--- src/rtl/mips_hazard_pkg.sv ---
// Shared definitions for the decode-stage hazard unit.
//   - Legal ranges for the FWD_STAGES / LOAD_LAT parameters.
//   - sb_entry_t: one scoreboard slot describing an in-flight producer.
//   - link_state_e: load-link reservation states.
//   - sat_inc(): saturating increment for the stall counter.
package mips_hazard_pkg;

  localparam int unsigned FwdStagesMin = 1;
  localparam int unsigned FwdStagesMax = 4;
  localparam int unsigned LoadLatMin   = 1;

  // Scoreboard destination field is sized for the widest supported register address.
  localparam int unsigned SbAddrW = 8;
  localparam int unsigned CntW    = 32;

  typedef struct packed {
    logic               valid;
    logic               is_load;
    logic [SbAddrW-1:0] dest;
  } sb_entry_t;

  typedef enum logic [0:0] {
    StIdle,
    StLinked
  } link_state_e;

  function automatic logic [CntW-1:0] sat_inc(input logic [CntW-1:0] v);
    return (&v) ? v : v + {{(CntW-1){1'b0}}, 1'b1};
  endfunction

endpackage

--- src/rtl/fwd_mux.sv ---
// Operand forwarding select for one source register.
// Scans the scoreboard for the youngest in-flight producer of src_addr_i and
// returns that stage's result, or the register-file value when nothing matches.
// hazard_o flags a used source whose youngest producer is a load whose data is
// not yet available.
// Ports:
//   src_addr_i    source register address
//   src_used_i    instruction actually reads this source
//   rf_data_i     register-file read data
//   sb_i          scoreboard, index 0 = instruction in EX
//   stage_data_i  per-stage results, stage i at [i*DATA_W +: DATA_W]
//   data_o        forwarded operand
//   hazard_o      load-use hazard on this source
module fwd_mux
  import mips_hazard_pkg::*;
#(
  parameter int unsigned DATA_W     = 32,
  parameter int unsigned ADDR_W     = 5,
  parameter int unsigned FWD_STAGES = 2,
  parameter int unsigned LOAD_LAT   = 1
) (
  input  logic [ADDR_W-1:0]            src_addr_i,
  input  logic                         src_used_i,
  input  logic [DATA_W-1:0]            rf_data_i,
  input  sb_entry_t [FWD_STAGES-1:0]   sb_i,
  input  logic [FWD_STAGES*DATA_W-1:0] stage_data_i,
  output logic [DATA_W-1:0]            data_o,
  output logic                         hazard_o
);

  logic [SbAddrW-1:0] src_ext;
  logic               src_nonzero;
  logic               hit;

  assign src_ext     = SbAddrW'(src_addr_i);
  assign src_nonzero = (src_addr_i != '0);

  always_comb begin
    data_o   = rf_data_i;
    hazard_o = 1'b0;
    hit      = 1'b0;
    // First match from index 0 upward is the youngest producer.
    for (int unsigned i = 0; i < FWD_STAGES; i++) begin
      if (!hit && src_nonzero && sb_i[i].valid && (sb_i[i].dest == src_ext)) begin
        hit      = 1'b1;
        data_o   = stage_data_i[i*DATA_W +: DATA_W];
        hazard_o = src_used_i && sb_i[i].is_load && (i < LOAD_LAT);
      end
    end
  end

endmodule

--- src/rtl/hazard_unit.sv ---
// Decode-stage hazard unit: operand forwarding, load-use stall detection,
// stall-cycle counter and optional load-link/store-conditional tracking.
// Optional feature macro: HAZARD_LLSC_EN (defined -> link FSM present;
// undefined -> atomic_id_o and mem_sc_mask_id_o tied low, LL/SC flags ignored).
// Ports:
//   clk_i, rst_ni                clock, asynchronous active-low reset
//   id_valid_i                   decode slot holds a real instruction
//   id_rs_addr_i, id_rt_addr_i   source addresses
//   id_rs_used_i, id_rt_used_i   source actually read
//   id_rs_data_i, id_rt_data_i   register-file read data
//   id_dest_addr_i, id_reg_we_i  destination and write enable
//   id_is_load_i, id_is_ll_i, id_is_sc_i, id_is_store_i  instruction class
//   flush_i                      squash decode instruction this cycle
//   stage_data_i                 per-stage results (stage 0 = EX)
//   rs_data_o, rt_data_o         forwarded operands
//   stall_o                      hold decode and fetch
//   atomic_id_o                  load-link reservation active
//   mem_sc_mask_id_o             SC in decode must not store
//   stall_count_o                saturating stalled-cycle count
module hazard_unit
  import mips_hazard_pkg::*;
#(
  parameter int unsigned DATA_W     = 32,
  parameter int unsigned ADDR_W     = 5,
  parameter int unsigned FWD_STAGES = 2,
  parameter int unsigned LOAD_LAT   = 1
) (
  input  logic                         clk_i,
  input  logic                         rst_ni,
  input  logic                         id_valid_i,
  input  logic [ADDR_W-1:0]            id_rs_addr_i,
  input  logic [ADDR_W-1:0]            id_rt_addr_i,
  input  logic                         id_rs_used_i,
  input  logic                         id_rt_used_i,
  input  logic [DATA_W-1:0]            id_rs_data_i,
  input  logic [DATA_W-1:0]            id_rt_data_i,
  input  logic [ADDR_W-1:0]            id_dest_addr_i,
  input  logic                         id_reg_we_i,
  input  logic                         id_is_load_i,
  input  logic                         id_is_ll_i,
  input  logic                         id_is_sc_i,
  input  logic                         id_is_store_i,
  input  logic                         flush_i,
  input  logic [FWD_STAGES*DATA_W-1:0] stage_data_i,
  output logic [DATA_W-1:0]            rs_data_o,
  output logic [DATA_W-1:0]            rt_data_o,
  output logic                         stall_o,
  output logic                         atomic_id_o,
  output logic                         mem_sc_mask_id_o,
  output logic [CntW-1:0]              stall_count_o
);

  if (FWD_STAGES < FwdStagesMin || FWD_STAGES > FwdStagesMax) begin : g_bad_fwd_stages
    $error("hazard_unit: FWD_STAGES out of range");
  end
  if (LOAD_LAT < LoadLatMin || LOAD_LAT > FWD_STAGES) begin : g_bad_load_lat
    $error("hazard_unit: LOAD_LAT out of range");
  end
  if (ADDR_W > SbAddrW) begin : g_bad_addr_w
    $error("hazard_unit: ADDR_W wider than scoreboard dest field");
  end

  sb_entry_t [FWD_STAGES-1:0] sb_q, sb_d;
  logic [CntW-1:0]            stall_count_q, stall_count_d;
  logic                       hz_rs, hz_rt;
  logic                       issue;

  // ---------------------------------------------------------------------------
  // Forwarding / hazard detection, one mux per source
  // ---------------------------------------------------------------------------
  fwd_mux #(
    .DATA_W    (DATA_W),
    .ADDR_W    (ADDR_W),
    .FWD_STAGES(FWD_STAGES),
    .LOAD_LAT  (LOAD_LAT)
  ) u_fwd_rs (
    .src_addr_i  (id_rs_addr_i),
    .src_used_i  (id_rs_used_i),
    .rf_data_i   (id_rs_data_i),
    .sb_i        (sb_q),
    .stage_data_i(stage_data_i),
    .data_o      (rs_data_o),
    .hazard_o    (hz_rs)
  );

  fwd_mux #(
    .DATA_W    (DATA_W),
    .ADDR_W    (ADDR_W),
    .FWD_STAGES(FWD_STAGES),
    .LOAD_LAT  (LOAD_LAT)
  ) u_fwd_rt (
    .src_addr_i  (id_rt_addr_i),
    .src_used_i  (id_rt_used_i),
    .rf_data_i   (id_rt_data_i),
    .sb_i        (sb_q),
    .stage_data_i(stage_data_i),
    .data_o      (rt_data_o),
    .hazard_o    (hz_rt)
  );

  // During reset the scoreboard is empty, so stall is low without extra gating.
  assign stall_o = id_valid_i && !flush_i && (hz_rs || hz_rt);
  assign issue   = id_valid_i && !stall_o && !flush_i;

  // ---------------------------------------------------------------------------
  // Scoreboard shift register
  // ---------------------------------------------------------------------------
  always_comb begin
    sb_d = sb_q;
    for (int unsigned i = FWD_STAGES - 1; i > 0; i--) begin
      sb_d[i] = sb_q[i-1];
    end
    // Stalled or flushed cycles push a bubble into EX.
    sb_d[0] = '0;
    if (issue) begin
      sb_d[0] = '{valid:   id_reg_we_i && (id_dest_addr_i != '0),
                  is_load: id_is_load_i,
                  dest:    SbAddrW'(id_dest_addr_i)};
    end
  end

  always_ff @(posedge clk_i or negedge rst_ni) begin
    if (!rst_ni) begin
      sb_q <= '0;
    end else begin
      sb_q <= sb_d;
    end
  end

  // ---------------------------------------------------------------------------
  // Stall counter
  // ---------------------------------------------------------------------------
  assign stall_count_d = stall_o ? sat_inc(stall_count_q) : stall_count_q;

  always_ff @(posedge clk_i or negedge rst_ni) begin
    if (!rst_ni) begin
      stall_count_q <= '0;
    end else begin
      stall_count_q <= stall_count_d;
    end
  end

  assign stall_count_o = stall_count_q;

  // ---------------------------------------------------------------------------
  // Load-link reservation
  // ---------------------------------------------------------------------------
`ifdef HAZARD_LLSC_EN
  link_state_e link_q;

  // Only issued instructions move the FSM; flushed or stalled ones leave it alone.
  always_ff @(posedge clk_i or negedge rst_ni) begin
    if (!rst_ni) begin
      link_q <= StIdle;
    end else if (issue) begin
      unique case (link_q)
        StIdle:   if (id_is_ll_i) link_q <= StLinked;
        StLinked: if (id_is_sc_i || id_is_store_i) link_q <= StIdle;
        default:  link_q <= StIdle;
      endcase
    end
  end

  assign atomic_id_o      = (link_q == StLinked);
  // Uses the current state, i.e. before the SC's own transition takes effect.
  assign mem_sc_mask_id_o = id_is_sc_i && (link_q == StIdle);
`else
  logic unused_llsc;
  assign unused_llsc      = ^{id_is_ll_i, id_is_sc_i, id_is_store_i};
  assign atomic_id_o      = 1'b0;
  assign mem_sc_mask_id_o = 1'b0;
`endif

endmodule

--- config.mk ---
export PLATFORM = sky130hd
export DESIGN_NAME = hazard_unit
export DESIGN_NICKNAME = d
export VERILOG_FILES = /design/src/rtl/mips_hazard_pkg.sv /design/src/rtl/fwd_mux.sv /design/src/rtl/hazard_unit.sv
export SDC_FILE = /design/constraint.sdc
export NUM_CORES = 1
export LEC_CHECK = 0
export CAP_MARGIN = 10
export CELL_PAD_IN_SITES_DETAIL_PLACEMENT = 1
export CELL_PAD_IN_SITES_GLOBAL_PLACEMENT = 1
export CORE_ASPECT_RATIO = 0.7
export CORE_UTILIZATION = 26
export CTS_CLUSTER_DIAMETER = 50
export DETAILED_ROUTE_END_ITERATION = 7
export GPL_ROUTABILITY_DRIVEN = 1
export PLACE_DENSITY_LB_ADDON = 0.1
export SYNTH_ARGS = -nofsm -noshare
export SYNTH_HDL_FRONTEND = slang
export SYNTH_SLANG_ARGS = --single-unit
--- constraint.sdc ---
create_clock -name clk_i -period 5.4 [get_ports clk_i]
set_input_delay 1.08 -clock clk_i [delete_from_list [all_inputs] [get_ports clk_i]]
set_output_delay 1.08 -clock clk_i [all_outputs]
set_load 0.05 [all_outputs]
==> impl_metrics.py, run 1 <==
metrics = {
    "global_route": {
        "grt_usage_pct": 20.5,
        "gr-total-overflow": 0,
        "antenna_found_initial": 0,
        "grt_pass1_wl_um": 23000,
        "grt_max_degree": 65,
        "grt_pass1_vias": 4372,
    },
    "hold_path": {
        "hp-class": "reg2reg",
    },
    "yosys": {
        "netlist_top_cells_count": "80 x nor2_1, 66 x a21oi_1, 64 x mux2i_1, 45 x dfrtp_1, 27 x xnor2_1",
        "synth_seq_area_share_pct": 31.4,
        "syn_area_per_cell_um2": 8.35,
        "synth_largest_area_cell": "dfrtp_1",
        "async_flop_share_pct": 100,
        "synth.area.top_cells": "dfrtp_1 31%, mux2i_1 18%, a21oi_1 9.2%",
        "ys_warn_count": 0,
        "ys_ff_latch": 45,
        "yosysMostFrequentCell": "nor2_1",
        "synth_edf_count": 0,
        "synth_area_mm2": 0.00358,
        "yosys.area.top_type_share_pct": 31.4,
        "dominantRegCellSynth": "dfrtp_1",
        "synth_cells": 429,
        "ys_types": 36,
    },
    "detailed_routing": {
        "antenna_left": 0,
        "first_pass_iters": 4,
        "drt_iter0_markers": 91,
        "drc": 0,
        "viasPerCell": 4.83,
        "vias": 4100,
        "wire_per_inst_um": 17.8,
        "totalWireLength_um": 15100,
    },
    "pwr": {
        "intPower_uw": 768,
        "power_density_mw_per_mm2": 163,
        "seq_power_share_pct": 31.4,
        "p_comb_share_pct": 35.8,
        "vdd_ir_drop_max_v": 0.000106,
        "leakage_nw": 2.68,
        "switching_share_pct": 30.1,
        "p_switching_uw": 330,
        "clockPowerShare_pct": 32.8,
    },
    "final_layout": {
        "fin_nets": 817,
        "final_core_util_pct": 50.6,
        "drive_above_1_share_pct": 13.1,
        "area_delta_synth_final_pct": 87.9,
        "nFillCells": 1567,
        "antenna_cells": 0,
        "final_area_mm2": 0.00673,
    },
    "timing": {
        "worst_slack_ps": 427,
        "finalSetupViolations": 0,
        "worst_hold_slack_ps": 439,
        "fin_worst_skew_ps": 8.37,
        "rsz0062_at_grt": "false",
        "fin_setup_tns_ps": 0,
        "relSlewSlack_pct": 23.7,
        "fin_crit_ps": 4970,
        "tightest_slew_ps": 1140,
        "max_clock_freq_mhz": 201,
        "slew_viol_final": 0,
        "hold_violations": 0,
        "finalCritPeriodShare_pct": 92.1,
    },
    "cts": {
        "cts_buffers": 5,
        "postCtsResizedCells": 0,
        "clkTransAtPathRegs_ps": 70,
        "holdBufCountCts": 0,
        "clkSinkCount": 45,
        "htree_levels": 2,
        "cts_tree": "done",
        "clk_latency_ps": 290,
        "post_cts_buffers": 0,
        "cts_root_buf": "clkbuf_16",
        "clock_path_buffers": 2,
    },
    "setup_path": {
        "regToRegSetupSlack_ps": 2940,
        "crit_chain": "clkdlybuf4s50_1 > or4_4 > nor2_4 > nor3_4 > or4_2 > buf_4 > a21oi_1 > buf_12",
        "critPathKind": "in2out",
        "r2r-start": "sb_d[12]$_DFF_PN0_",
        "r2r_cells": 7,
        "cp_top_family": "simple AND/OR/NAND/NOR gates",
        "cp.arrival_ps": 3890,
        "cpPeakStageDelay_ps": 640,
        "crit_end": "rs_data_o[25]",
        "critical_path_depth": 8,
        "crit_slowest_cell": "or4_2",
        "r2r_end": "sb_d[12]$_DFF_PN0_",
        "cp.buffers_inverters": 3,
        "cp.required_ps": 4320,
        "cp-start-kind": "input pin",
        "path_max_fanout": 64,
        "cp-startpoint": "id_rs_addr_i[0]",
        "cp-end-kind": "output pin",
    },
    "floorplanning": {
        "die_x_um": 142,
        "ios": 253,
        "dieArea_mm2": 0.0143,
        "start_util_pct": 26.9,
        "fp.dieH_um": 100,
        "num_rows": 35,
        "core_mm2": 0.0133,
    },
    "placement": {
        "gp_congestion": 0.813,
        "post-place-ws_ps": 430,
        "dpl.hpwl_um": 12100,
        "placed_area_mm2": 0.00656,
        "io_buffers": 247,
    },
    "flow_run": {
        "cap_violations": 0,
    },
    "run_status": {
        "outcome": "complete, no violations",
    },
}
## metrics by stage
step,total power [mW],instances
5_1_grt,1.14,848
3_3_place_gp,0.738,840
3_5_place_dp,0.747,840
4_1_cts,1.11,848
2_1_floorplan,0.506,430
6_report,1.10,848
## state kept, by name (all words and copies together), names as in the netlist
register,flops
stall_count_o,32
sb_q,6
sb_d,7
## layout by cell type (no fill, tap or decap), types with 2 or more instances in the layout
master           count
nand4_1             12
buf_12              44
a21oi_1             66
nor2_4               2
xnor2_1             27
mux2i_1             64
mux2_2               2
nor3_1              11
dfrtp_1             45
and2_1               7
nand3_1             14
clkdlybuf4s50_1    182
clkbuf_16            5
xor2_1              22
nor2b_1              3
nor2_1              79
nor4_1               9
buf_4               24
inv_1                3
and3_1               4
nand2_1             16
conb_1               2
## cells by family after synthesis
family	count (synthesis)	synth area share, %
other	1	0.105
xor gates and xnor gates	49	12.0
and+or+nand+nor	166	21.9
muxes	66	18.5
DFF	45	31.4
AOI/OAI and AO/OA	72	10.8
buffers and inverters	29	4.92
adders and majority gates	1	0.349
## worst min-delay path by stage
stage	from	to	slack, ps	depth (start not counted)
detailed placement	sb_d[19]$_DFF_PN0_	sb_q[19]$_DFF_PN0_	410	0
floorplan	sb_d[19]$_DFF_PN0_	sb_q[19]$_DFF_PN0_	370	0
CTS	sb_d[19]$_DFF_PN0_	sb_q[19]$_DFF_PN0_	430	0
global route	sb_d[19]$_DFF_PN0_	sb_q[19]$_DFF_PN0_	440	0
finish	sb_d[19]$_DFF_PN0_	sb_q[19]$_DFF_PN0_	440	0
global placement	sb_d[19]$_DFF_PN0_	sb_q[19]$_DFF_PN0_	410	0
## power by group through the flow
stage          Clock [mW]  Combinational [mW]  Sequential [mW]
2_1_floorplan           0               0.155            0.350
3_3_place_gp            0               0.388            0.351
3_5_place_dp            0               0.396            0.351
4_1_cts             0.369               0.397            0.345
5_1_grt             0.382               0.412            0.345
6_report            0.360               0.393            0.345
## worst reg2reg max path, stage by stage, from the launching register on
cell      delay [ps]
dfrtp_1          410
xnor2_1          190
nand4_1          250
nor3_4           190
buf_4            540
a22o_1           230
a21boi_0         260
and2_1           280
## final cells by class
class / instances / area [µm²] / share of cell area, %
Clock buffer: 5 / 125 / 1.86
Clock inverter: 3 / 48.8 / 0.725
Inverter: 3 / 11.3 / 0.167
Multi-Input combinational cell: 356 / 2300 / 34.2
Sequential cell: 45 / 1130 / 16.7
Tap cell: 185 / 231 / 3.44
Timing Repair Buffer: 251 / 2890 / 42.9
## routing by layer
layer  part of all wire, %  vias up  GRT usage [%]  routed length (µm)
li1                      -     1955              -                   -
met1                    39     1985           22.9                5890
met2                    52      139           38.4                7880
met3                   7.1       21           5.20                1070
met4                   1.9        0           6.04                 280
met5                     0        -              0                   0
(Power assumes the default switching activity.)
==> inputs of run 2 (changes only) <==
Settings changed: ABC_CLOCK_PERIOD_IN_PS set to 5400, CELL_PAD_IN_SITES_GLOBAL_PLACEMENT 1 to 2, CORE_UTILIZATION 26 to 35, DONT_BUFFER_PORTS set to 1.
==> impl_metrics.py, run 2 (same netlist as run 1, synthesis figures left out) <==
metrics = {
    "run_status": {
        "outcome": "complete, no violations",
    },
    "timing": {
        "tightest_slew_ps": 1130,
        "relSlewSlack_pct": 24.9,
        "max_clock_freq_mhz": 220,
        "rsz0062_at_grt": "false",
        "fin_setup_tns_ps": 0,
        "fin_crit_ps": 4550,
        "slew_viol_final": 0,
        "hold_violations": 0,
        "finalSetupViolations": 0,
        "fin_worst_skew_ps": 7.87,
        "finalCritPeriodShare_pct": 84.2,
    },
    "setup_path": {
        "critPathKind": "in2out",
        "cp_top_family": "simple AND/OR/NAND/NOR gates",
        "cp.buffers_inverters": 1,
        "r2r-start": "stall_count_o[7]$_DFFE_PN0P_",
        "cp-start-kind": "input pin",
        "cp.arrival_ps": 3470,
        "cp-end-kind": "output pin",
        "cpPeakStageDelay_ps": 930,
        "regToRegSetupSlack_ps": 2700,
        "crit_slowest_cell": "or3_2",
        "crit_chain": "or4_1 > o211ai_2 > nor2_4 > or3_2 > nor2_1 > a21oi_1 > buf_4",
        "r2r_end": "stall_count_o[1]$_DFFE_PN0P_",
        "r2r_cells": 5,
        "cp.required_ps": 4320,
        "path_max_fanout": 64,
    },
    "cts": {
        "clock_path_buffers": 2,
        "clkSinkCount": 45,
        "holdBufCountCts": 0,
        "htree_levels": 2,
        "post_cts_buffers": 0,
        "postCtsResizedCells": 0,
        "cts_buffers": 5,
        "cts_root_buf": "clkbuf_16",
        "clk_latency_ps": 300,
        "cts_tree": "done",
        "clkTransAtPathRegs_ps": 60,
    },
    "global_route": {
        "grt_usage_pct": 21.1,
        "grt_pass1_wl_um": 17400,
        "antenna_found_initial": 0,
        "grt_max_degree": 65,
        "gr-total-overflow": 0,
        "grt_pass1_vias": 3279,
    },
    "hold_path": {
        "min_delay_path_depth": 0,
        "min_to": "sb_q[13]$_DFF_PN0_",
        "hp-class": "reg2reg",
        "hold_start": "sb_d[13]$_DFF_PN0_",
    },
    "final_layout": {
        "final_cells": 607,
        "antenna_cells": 0,
        "final_core_util_pct": 43.4,
        "drive_above_1_share_pct": 17.7,
        "layout_commonest_cell": "nor2_1",
        "nFillCells": 1196,
        "fin_nets": 633,
        "area_delta_synth_final_pct": 19.3,
        "largest_reg_flops": 32,
        "final_cell_mix": "79 x nor2_1, 67 x buf_4, 66 x a21oi_1, 64 x mux2i_1, 45 x dfrtp_1",
    },
    "detailed_routing": {
        "drt_iter0_markers": 77,
        "vias": 3291,
        "antenna_left": 0,
        "totalWireLength_um": 11800,
        "wire_per_inst_um": 19.4,
        "first_pass_iters": 4,
        "drc": 0,
        "viasPerCell": 5.42,
    },
    "placement": {
        "gp_congestion": 0.792,
        "dp.cells": 599,
        "io_buffers": 0,
        "dpl.hpwl_um": 9290,
    },
    "floorplanning": {
        "fp.dieH_um": 86.6,
        "ios": 253,
        "die_x_um": 123,
        "core_mm2": 0.00983,
        "num_rows": 30,
        "start_util_pct": 36.4,
        "dieArea_mm2": 0.0107,
    },
    "pwr": {
        "vdd_ir_drop_max_v": 0.000121,
        "leakage_nw": 1.78,
        "power_density_mw_per_mm2": 213,
    },
    "flow_run": {
        "cap_violations": 0,
    },
}
## run 2: cell types whose count changed in the layout (fill, tap and decap cells not counted), sizes merged
| cell | previous run | this run |
|---|---|---|
| clkdlybuf4s50 | 182 | 0 |
| inv | 4 | 5 |
| clkinvlp | 1 | 0 |
| buf | 69 | 67 |
## run 2: worst max-delay path by stage
stage	cells after the start	end	startpoint
5_1_grt	7	rt_data_o[16]	id_rt_addr_i[0]
2_1_floorplan	7	rt_data_o[10]	id_rt_addr_i[0]
3_3_place_gp	6	rt_data_o[13]	id_rt_addr_i[0]
6_report	7	rt_data_o[13]	id_rt_addr_i[0]
4_1_cts	7	rt_data_o[13]	id_rt_addr_i[0]
3_5_place_dp	7	rt_data_o[13]	id_rt_addr_i[0]
## run 2: cell type report
| type | count | area (µm²) | share of cell area, % |
|---|---|---|---|
| Clock buffer | 5 | 125 | 2.93 |
| Clock inverter | 3 | 47.5 | 1.11 |
| Inverter | 3 | 11.3 | 0.264 |
| Multi-Input combinational cell | 356 | 2300 | 53.8 |
| Sequential cell | 45 | 1130 | 26.4 |
| Tap cell | 128 | 160 | 3.75 |
| Timing Repair Buffer | 67 | 503 | 11.8 |
## run 2: metal layers
| layer | vias to the layer above | wire, µm | share of wire (%) | track usage, % |
|---|---|---|---|---|
| li1 | 1598 | - | - | - |
| met1 | 1557 | 4970 | 42 | 25.7 |
| met2 | 125 | 5670 | 48 | 35.8 |
| met3 | 11 | 991 | 8.4 | 6.97 |
| met4 | 0 | 151 | 1.3 | 5.32 |
| met5 | - | 0 | 0 | 0 |
## run 2: metrics by stage
step / worst slack (ps) / power, mW / cell area [µm²] / hold slack [ps]
6_report: 854 / 0.912 / 4270 / 443
5_1_grt: 682 / 0.941 / 4270 / 458
4_1_cts: 836 / 0.923 / 4270 / 442
3_5_place_dp: 832 / 0.558 / 4100 / 426
3_3_place_gp: 843 / 0.555 / 4100 / 418
2_1_floorplan: 942 / 0.506 / 3590 / 373
## run 2: power by group
part           switching [mW]  total (mW)  internal [mW]
Combinational           0.139       0.205         0.0665
Clock                   0.140       0.362          0.222
Sequential            0.00414       0.345          0.341
Total                   0.283       0.912          0.629
## run 2: worst reg2reg max path: stages (launching register included)
cell and delay (ps):
dfrtp_1 720, nand4_1 370, nor2_1 390, nand4_1 200, o21ai_2 480, mux2_2 430
